==> src/rtl/ps2_rx_fifo_pkg.sv <==
// PS/2 receiver shared types and helpers.
// Frame layout constants and the parity check.
package ps2_pkg;

  typedef enum logic [1:0] {
    IDLE,
    DATA,
    PARITY,
    STOP
  } ps2_state_t;

  localparam int PS2_DATA_BITS  = 8;
  localparam int PS2_FRAME_BITS = 11;

  function automatic logic odd_parity_ok(
    input logic [7:0] b,
    input logic       p
  );
    return ^{b, p};
  endfunction

endpackage

==> src/rtl/ps2_line_filter.sv <==
// PS/2 line conditioner: 2-FF synchroniser plus run-length
// glitch filter; output moves only after FILT_LEN equal samples.
module ps2_line_filter #(
  parameter int FILT_LEN = 8
) (
  input  logic clk_sys,
  input  logic RESET_N,
  input  logic din,
  output logic dout
);

  localparam int CW = $clog2(FILT_LEN);

  logic          s1;
  logic          s2;
  logic [CW-1:0] cnt;

  always_ff @(posedge clk_sys or negedge RESET_N) begin
    if (!RESET_N) begin
      s1   <= 1'b1;
      s2   <= 1'b1;
      dout <= 1'b1;
      cnt  <= '0;
    end else begin
      s1 <= din;
      s2 <= s1;
      if (s2 != dout) begin
        if (cnt == CW'(FILT_LEN - 1)) begin
          dout <= s2;
          cnt  <= '0;
        end else begin
          cnt <= cnt + CW'(1);
        end
      end else begin
        cnt <= '0;
      end
    end
  end

endmodule

==> src/rtl/ps2_rx_fifo.sv <==
// PS/2 keyboard receiver: deframer, parity/stop checks,
// timeout, scan-code FIFO and sticky error flags.
module ps2_rx_fifo
  import ps2_pkg::*;
#(
  parameter int FILT_LEN    = 8,
  parameter int FIFO_DEPTH  = 16,
  parameter int TIMEOUT_CYC = 50000
) (
  input  logic                            clk_sys,
  input  logic                            RESET_N,
  input  logic                            ps2_clk,
  input  logic                            ps2_data,
  input  logic                            rd,
  output logic [7:0]                      dout,
  output logic                            empty,
  output logic [$clog2(FIFO_DEPTH+1)-1:0] count,
  output logic                            parity_err,
  output logic                            frame_err,
  output logic                            overflow,
  input  logic                            clr_err
);

  localparam int AW = $clog2(FIFO_DEPTH);
  localparam int CW = $clog2(FIFO_DEPTH + 1);
  localparam int TW = $clog2(TIMEOUT_CYC + 1);

  logic clk_f;
  logic data_f;
  logic clk_q;
  logic fall;

  ps2_line_filter #(.FILT_LEN(FILT_LEN)) u_clk_filt (
    .clk_sys (clk_sys),
    .RESET_N (RESET_N),
    .din     (ps2_clk),
    .dout    (clk_f)
  );

  ps2_line_filter #(.FILT_LEN(FILT_LEN)) u_data_filt (
    .clk_sys (clk_sys),
    .RESET_N (RESET_N),
    .din     (ps2_data),
    .dout    (data_f)
  );

  assign fall = clk_q & ~clk_f;

  ps2_state_t    state;
  ps2_state_t    state_n;
  logic [2:0]    bit_idx;
  logic [7:0]    shreg;
  logic          par;
  logic [TW-1:0] tmo;
  logic          tmo_hit;
  logic          push;
  logic          set_perr;
  logic          set_ferr;

  assign tmo_hit = (state != IDLE) && !fall &&
                   (tmo == TW'(TIMEOUT_CYC - 1));

  always_comb begin
    state_n  = state;
    push     = 1'b0;
    set_perr = 1'b0;
    set_ferr = 1'b0;
    unique case (state)
      IDLE: begin
        if (fall) begin
          if (!data_f) state_n = DATA;
          else         set_ferr = 1'b1;
        end
      end
      DATA: begin
        if (fall && bit_idx == 3'(PS2_DATA_BITS - 1))
          state_n = PARITY;
      end
      PARITY: begin
        if (fall) state_n = STOP;
      end
      STOP: begin
        if (fall) begin
          state_n = IDLE;
          if (!data_f)
            set_ferr = 1'b1;
          else if (!odd_parity_ok(shreg, par))
            set_perr = 1'b1;
          else
            push = 1'b1;
        end
      end
      default: state_n = IDLE;
    endcase
    // Stalled partial frame: drop it and flag a framing error
    if (tmo_hit) begin
      state_n  = IDLE;
      set_ferr = 1'b1;
    end
  end

  always_ff @(posedge clk_sys or negedge RESET_N) begin
    if (!RESET_N) begin
      state   <= IDLE;
      bit_idx <= '0;
      shreg   <= '0;
      par     <= 1'b0;
      tmo     <= '0;
      clk_q   <= 1'b1;
    end else begin
      state <= state_n;
      clk_q <= clk_f;
      tmo   <= (fall || state == IDLE) ? '0 : tmo + TW'(1);
      if (fall) begin
        case (state)
          IDLE: bit_idx <= '0;
          DATA: begin
            shreg   <= {data_f, shreg[7:1]};
            bit_idx <= bit_idx + 3'd1;
          end
          PARITY: par <= data_f;
          default: ;
        endcase
      end
    end
  end

  logic [7:0] mem [FIFO_DEPTH];
  logic [AW:0] wr_ptr;
  logic [AW:0] rd_ptr;
  logic        full;
  logic        do_rd;
  logic        do_wr;
  logic [7:0]  last_q;

  assign empty = (wr_ptr == rd_ptr);
  assign full  = (wr_ptr == {~rd_ptr[AW], rd_ptr[AW-1:0]});
  assign do_rd = rd && !empty;
  assign do_wr = push && (!full || do_rd);
  assign count = CW'(wr_ptr - rd_ptr);
  assign dout  = empty ? last_q : mem[rd_ptr[AW-1:0]];

  always_ff @(posedge clk_sys) begin
    if (do_wr) mem[wr_ptr[AW-1:0]] <= shreg;
  end

  always_ff @(posedge clk_sys or negedge RESET_N) begin
    if (!RESET_N) begin
      wr_ptr <= '0;
      rd_ptr <= '0;
      last_q <= '0;
    end else begin
      last_q <= dout;
      if (do_wr) wr_ptr <= wr_ptr + (AW+1)'(1);
      if (do_rd) rd_ptr <= rd_ptr + (AW+1)'(1);
    end
  end

  always_ff @(posedge clk_sys or negedge RESET_N) begin
    if (!RESET_N) begin
      parity_err <= 1'b0;
      frame_err  <= 1'b0;
      overflow   <= 1'b0;
    end else begin
      if (set_perr)     parity_err <= 1'b1;
      else if (clr_err) parity_err <= 1'b0;
      if (set_ferr)     frame_err <= 1'b1;
      else if (clr_err) frame_err <= 1'b0;
      if (push && full && !do_rd) overflow <= 1'b1;
      else if (clr_err)           overflow <= 1'b0;
    end
  end

endmodule

==> config.mk <==
export PLATFORM = sky130hd
export DESIGN_NAME = ps2_rx_fifo
export DESIGN_NICKNAME = d
export VERILOG_FILES = /design/src/rtl/ps2_rx_fifo_pkg.sv /design/src/rtl/ps2_line_filter.sv /design/src/rtl/ps2_rx_fifo.sv
export SDC_FILE = /design/constraint.sdc
export NUM_CORES = 1
export LEC_CHECK = 0
export BUFFER_PORTS_ARGS = -buffer_cell sky130_fd_sc_hd__buf_4
export CAP_MARGIN = 20
export CORE_MARGIN = 5
export CORE_UTILIZATION = 40
export DETAILED_ROUTE_END_ITERATION = 8
export SETUP_SLACK_MARGIN = 0.15
export SLEW_MARGIN = 10
export SYNTH_ARGS = -nofsm -noshare
export SYNTH_HDL_FRONTEND = slang
export SYNTH_SLANG_ARGS = --single-unit
==> constraint.sdc <==
create_clock -name clk_sys -period 9.6 [get_ports clk_sys]
set_clock_uncertainty 0.05 [all_clocks]
set_input_delay 1.44 -clock clk_sys [delete_from_list [all_inputs] [get_ports clk_sys]]
set_output_delay 1.44 -clock clk_sys [all_outputs]
set_load 0.1 [all_outputs]
# == After elaboration in Yosys (flattened, before gate mapping) ==
# Memories as Yosys holds them, arrays and structs flattened.
# Index checks and enable logic that the tools add are counted.
# totals
ram_bits,128
output_inout_bits,17
memories,1
in_bits,6
ff_bits,64
# classes
reduce_logical,26
n_mux,34
n_addsub,7
eq_ne,16
n_bitwise,3
# memory_table
memory,depth,width,read_ports,rd_clocked_by_memory_dff,wr,line,text
mem,16,8,1,0,1,ps2_rx_fifo.sv:128,logic [7:0] mem [FIFO_DEPTH];
# op_table
op,n
$mux 1,19
$add 16x1->16 const B,1
$eq 16x16->1 const B,1
$mux 16,1
$ne 3x3->1 const B,5
$mux 2,6
$mux 3,4
$add 5x1->5 const B,2
$eq 5x5->1,2
$reduce_and 2->1,5
$reduce_bool 2->1,5
$add 3x1->3 const B,3
$eq 3x3->1 const B,3
$reduce_xor 9->1,1
$mux 8,1
$pmux 2 s4,1
$logic_and 1x1->1,7
$pmux 3 s2,1
$reduce_and 5->1,1
$sub 5x5->5,1
$eq 2x2->1 const B,2
$logic_not 1->1,4
$eq 2x1->1 const B,1
$logic_not 2->1,1
5 further kinds,8

# == Longest topological paths before layout ==
# logic_depth
depth_word,8
depth_mapped,11
ltp_nobuf,7

# == Hierarchy ==
# Synthesis repeated with hierarchy kept, for this count alone.
# hier_totals
hier_cells,477
hier_area_um2,7985.2
# by_module_without_submodules
mod,n_inst,area_per_inst_um2,cells_per_inst
ps2_rx_fifo,1,7537.2,451
ps2_line_filter,2,224.0,13

# == Least setup slack after synthesis ==
# Ideal clock, no wire load.
# synth_path
path_kind,reg2out
from,register rd_ptr[1]
to,output port dout[7]
path_stages_with_launch,12
setup_slack_ns,3.906
arrival_time_ns,4.204
path_cell_list,dfrtp_1 > buf_2 > buf_1 > buf_2 > inv_1 > ha_1 > nand4_1 > nor2b_1 > clkbuf_1 > clkbuf_1 > nand2_1 > o21ai_0
# synth_via
elab_chain_cells,2
# synth_lines
element,line,text
from (decl),ps2_rx_fifo.sv:130,logic [AW:0] rd_ptr;
from (signal assigned),ps2_rx_fifo.sv:155,if (do_rd) rd_ptr <= rd_ptr + (AW+1)'(1);
$eq 5x5->1,ps2_rx_fifo.sv:136,assign empty = (wr_ptr == rd_ptr);
named net empty,ps2_rx_fifo.sv:16,"output logic empty,"
$mux 8,ps2_rx_fifo.sv:141,assign dout = empty ? last_q : mem[rd_ptr[AW-1:0]];
to (decl),ps2_rx_fifo.sv:15,"output logic [7:0] dout,"
# The timed path passes the listed nets, and every way through them passes these cells.

# == Worst setup path after layout ==
# layout_path
from,register rd_ptr[1]
to,output port dout[2]
# layout_via
elab_chain_cells,2
# layout_lines
element,line
$mem_v2 16x8 or $eq 5x5->1 (tied branches),n/a
$mux 8 *,ps2_rx_fifo.sv:141
# Mark *: on every way between the ends. The rest lies on a longest branch, timed or not.

==> flow_summary.toml <==
[floorplan]
ios = 23
dieArea_um2 = 22900
fp.dieH_um = 151
core_area_um2 = 19500
initial_core_util_pct = 40.9
num_rows = 51
fp.dieW_um = 151

[synth]
netlist_instances = 472
synth_edf_count = 128
synth-async-reset-ratio_pct = 33.3
avgSynthCellArea_um2 = 16.9
synthFlopType = "edfxtp_1"
yosysTopAreaCell = "edfxtp_1"
synth_top_area_share_pct = 48.2
ys_seq_area_share_pct = 68.3
synth_warnings = 0
synth_nets = 499
synth_cell_types = 49
synth_seq_cells = 192
synth_area_um2 = 7980
synth.top_cells.by_area = "edfxtp_1 48%, dfrtp_1 18%, mux4_2 9.0%"

[worst_setup_path]
worstSetupPathType = "register to output pin"
crit_path_max_fanout = 36
critPathArrivalTime_ps = 3050
required_ps = 8110
rr_worst_depth = 5
setup.worst_path.end_class = "output pin"
start_kind = "register"

[clock_tree]
cts_buffers = 17
cts_resized = 0
hold_buffers = 0
clk_latency_ps = 430
cts_tree = "done"
clk_pin_slew_worst_paths_ps = 70
postCtsSetupBuffers = 0
clock_path_buffers = 2
clock-root-buffer = "clkbuf_16"
clock-sinks = 192
cts-htree-levels = 4

[layout]
final-seq-area_um2 = 5460
nFillCells = 1733
num_antenna_cells = 0
nets = 527
areaGrowthSynthToFinish_pct = 13.7
multi_input_area_um2 = 2400
drive_gt1_share_pct = 23.0
stdcell_count = 778

[grt]
grt_usage_pct = 14.2
antenna_found_initial = 0
grt_max_degree = 65
grt_pass1_vias = 4315
grt-ovfl-total = 0
grt_pass1_wl_um = 24100

[timing]
min_period_ps = 4540
tightestPinTransition_ps = 838
slew_headroom_pct = 44.1
final-setup-viol-count = 0
tns_ps = 0
fmax_ghz = 0.220
slew_viol_final = 0
fin_crit_sh_pct = 47.3
final_hold_viol_count = 0
rsz0062_at_grt = "false"

[routing]
drtAntennaViolNets = 0
via_count = 4047
drt_iter0_markers = 195
drc = 0
routed_wirelength_um = 15000
viasPerCell = 5.20
dr.pass1.iters = 4
wire_per_inst_um = 19.3

[placed_design]
io_buffer_count = 22
place.gp.congestion = 0.806
dp.cells = 746
dp_hpwl_um = 9850

[power]
vdd_drop_max_mv = 0.114
power-per-cell-area_nw_per_um2 = 279
p_leak_nw = 3.39

[worst_hold_path]
hold_path.class = "register to register"
min_path_cells = 0

[run]
cap_viol_max_count = 0

[outcome]
status = "completed"
==> path summary, 6_finish.rpt <==
check	endpoint	slack [ps]	startpoint
worst max-delay path	dout[2]	5060	rd_ptr[1]
worst min-delay path	u_data_filt.s2	310	u_data_filt.s1
worst max register to register	mem[5][2]	6440	shreg[4]
worst min register to register	u_data_filt.s2	310	u_data_filt.s1
max in group asynchronous	rd_ptr[0]	7860	RESET_N
min in group asynchronous	last_q[3]	1040	RESET_N
==> synthesized netlist by cell type (5+ instances only) <==
| library cell | instances |
|---|---|
| edfxtp_1 | 128 |
| dfrtp_1 | 57 |
| mux4_2 | 32 |
| nand2_1 | 21 |
| ha_1 | 20 |
| xnor2_1 | 20 |
| nor2_1 | 19 |
| inv_1 | 15 |
| and2_1 | 11 |
| mux2_2 | 11 |
| xor2_1 | 11 |
| and3_1 | 9 |
| a221oi_1 | 8 |
| a22o_1 | 8 |
| o21ai_0 | 8 |
| a21oi_1 | 7 |
| clkbuf_1 | 7 |
| dfstp_2 | 7 |
| nand4_1 | 7 |
| o21ai_1 | 7 |
| buf_2 | 5 |
| nand3_1 | 5 |
| nor3b_2 | 5 |
==> kinds of logic after synthesis <==
kind of cell | after synthesis | synth area share (%)
compound gates | 49 | 4.23
xor+xnor | 34 | 4.28
fa+ha+maj | 21 | 3.39
buf+inv | 30 | 1.58
flops | 192 | 68.3
mux | 44 | 10.9
simple gates | 102 | 7.31
==> routing by layer <==
layer | routed length [µm] | GRT usage (%) | vias up | part of all wire (%)
met5 | 0 | 0 | - | 0
met2 | 7770 | 23.6 | 51 | 52
met1 | 6640 | 18.5 | 2113 | 44
li1 | - | - | 1871 | -
met4 | 144 | 5.26 | 0 | 0.96
met3 | 471 | 2.90 | 12 | 3.1
==> layout make-up <==
class | instances | share of cell area, %
Inverter | 15 | 0.621
Clock buffer | 17 | 4.69
Clock inverter | 15 | 2.45
Timing Repair Buffer | 24 | 1.99
Multi-Input combinational cell | 250 | 26.5
Sequential cell | 192 | 60.1
Tap cell | 265 | 3.65
==> critical path, stage by stage (launching register included) <==
cell and delay (ps):
dfrtp_1 330, buf_4 420, inv_1 110, ha_1 310, nand4_1 180, nor2b_2 670, nand2_1 120, o21ai_1 150
buf_4 330
==> registers in the layout (all words and copies together) (netlist names), 2 cells and up <==
signal,cells
last_q,8
mem,128
state,2
tmo,16
wr_ptr,5
shreg,8
u_clk_filt.cnt,3
u_data_filt.cnt,3
bit_idx,3
rd_ptr,5
==> report_power, final <==
group,leakage [nW],total [mW],switching (mW),internal (mW)
Combinational,1.05,0.770,0.541,0.229
Clock,0.312,0.767,0.321,0.446
Sequential,2.03,0.994,0.0506,0.944
Total,3.39,2.53,0.913,1.62
==> layout by cell type, fill, tap and decap left out, types with 15 or more instances in the layout <==
cell,Yosys,layout
nor2_1,19,19
ha_1,20,20
xnor2_1,20,20
clkbuf_16,0,17
inv_1,15,15
nand2_1,21,21
mux4_2,32,32
dfrtp_1,57,56
buf_4,2,24
edfxtp_1,128,128
==> stage by stage <==
stage / hold slack, ps / util [%] / power, mW / instance area, µm² / setup slack (ps)
after global routing: 310 / 46.5 / 2.65 / 9070 / 4820
final: 307 / 46.5 / 2.53 / 9070 / 5060
after detailed placement: 297 / 43.1 / 1.79 / 8420 / 5110
after CTS: 309 / 46.5 / 2.56 / 9070 / 4660
after floorplan: 295 / - / 1.63 / 7980 / 3910
after global placement: 297 / 43.1 / 1.77 / 8420 / 5280
No activity file was read; power rests on OpenSTA's default activity.
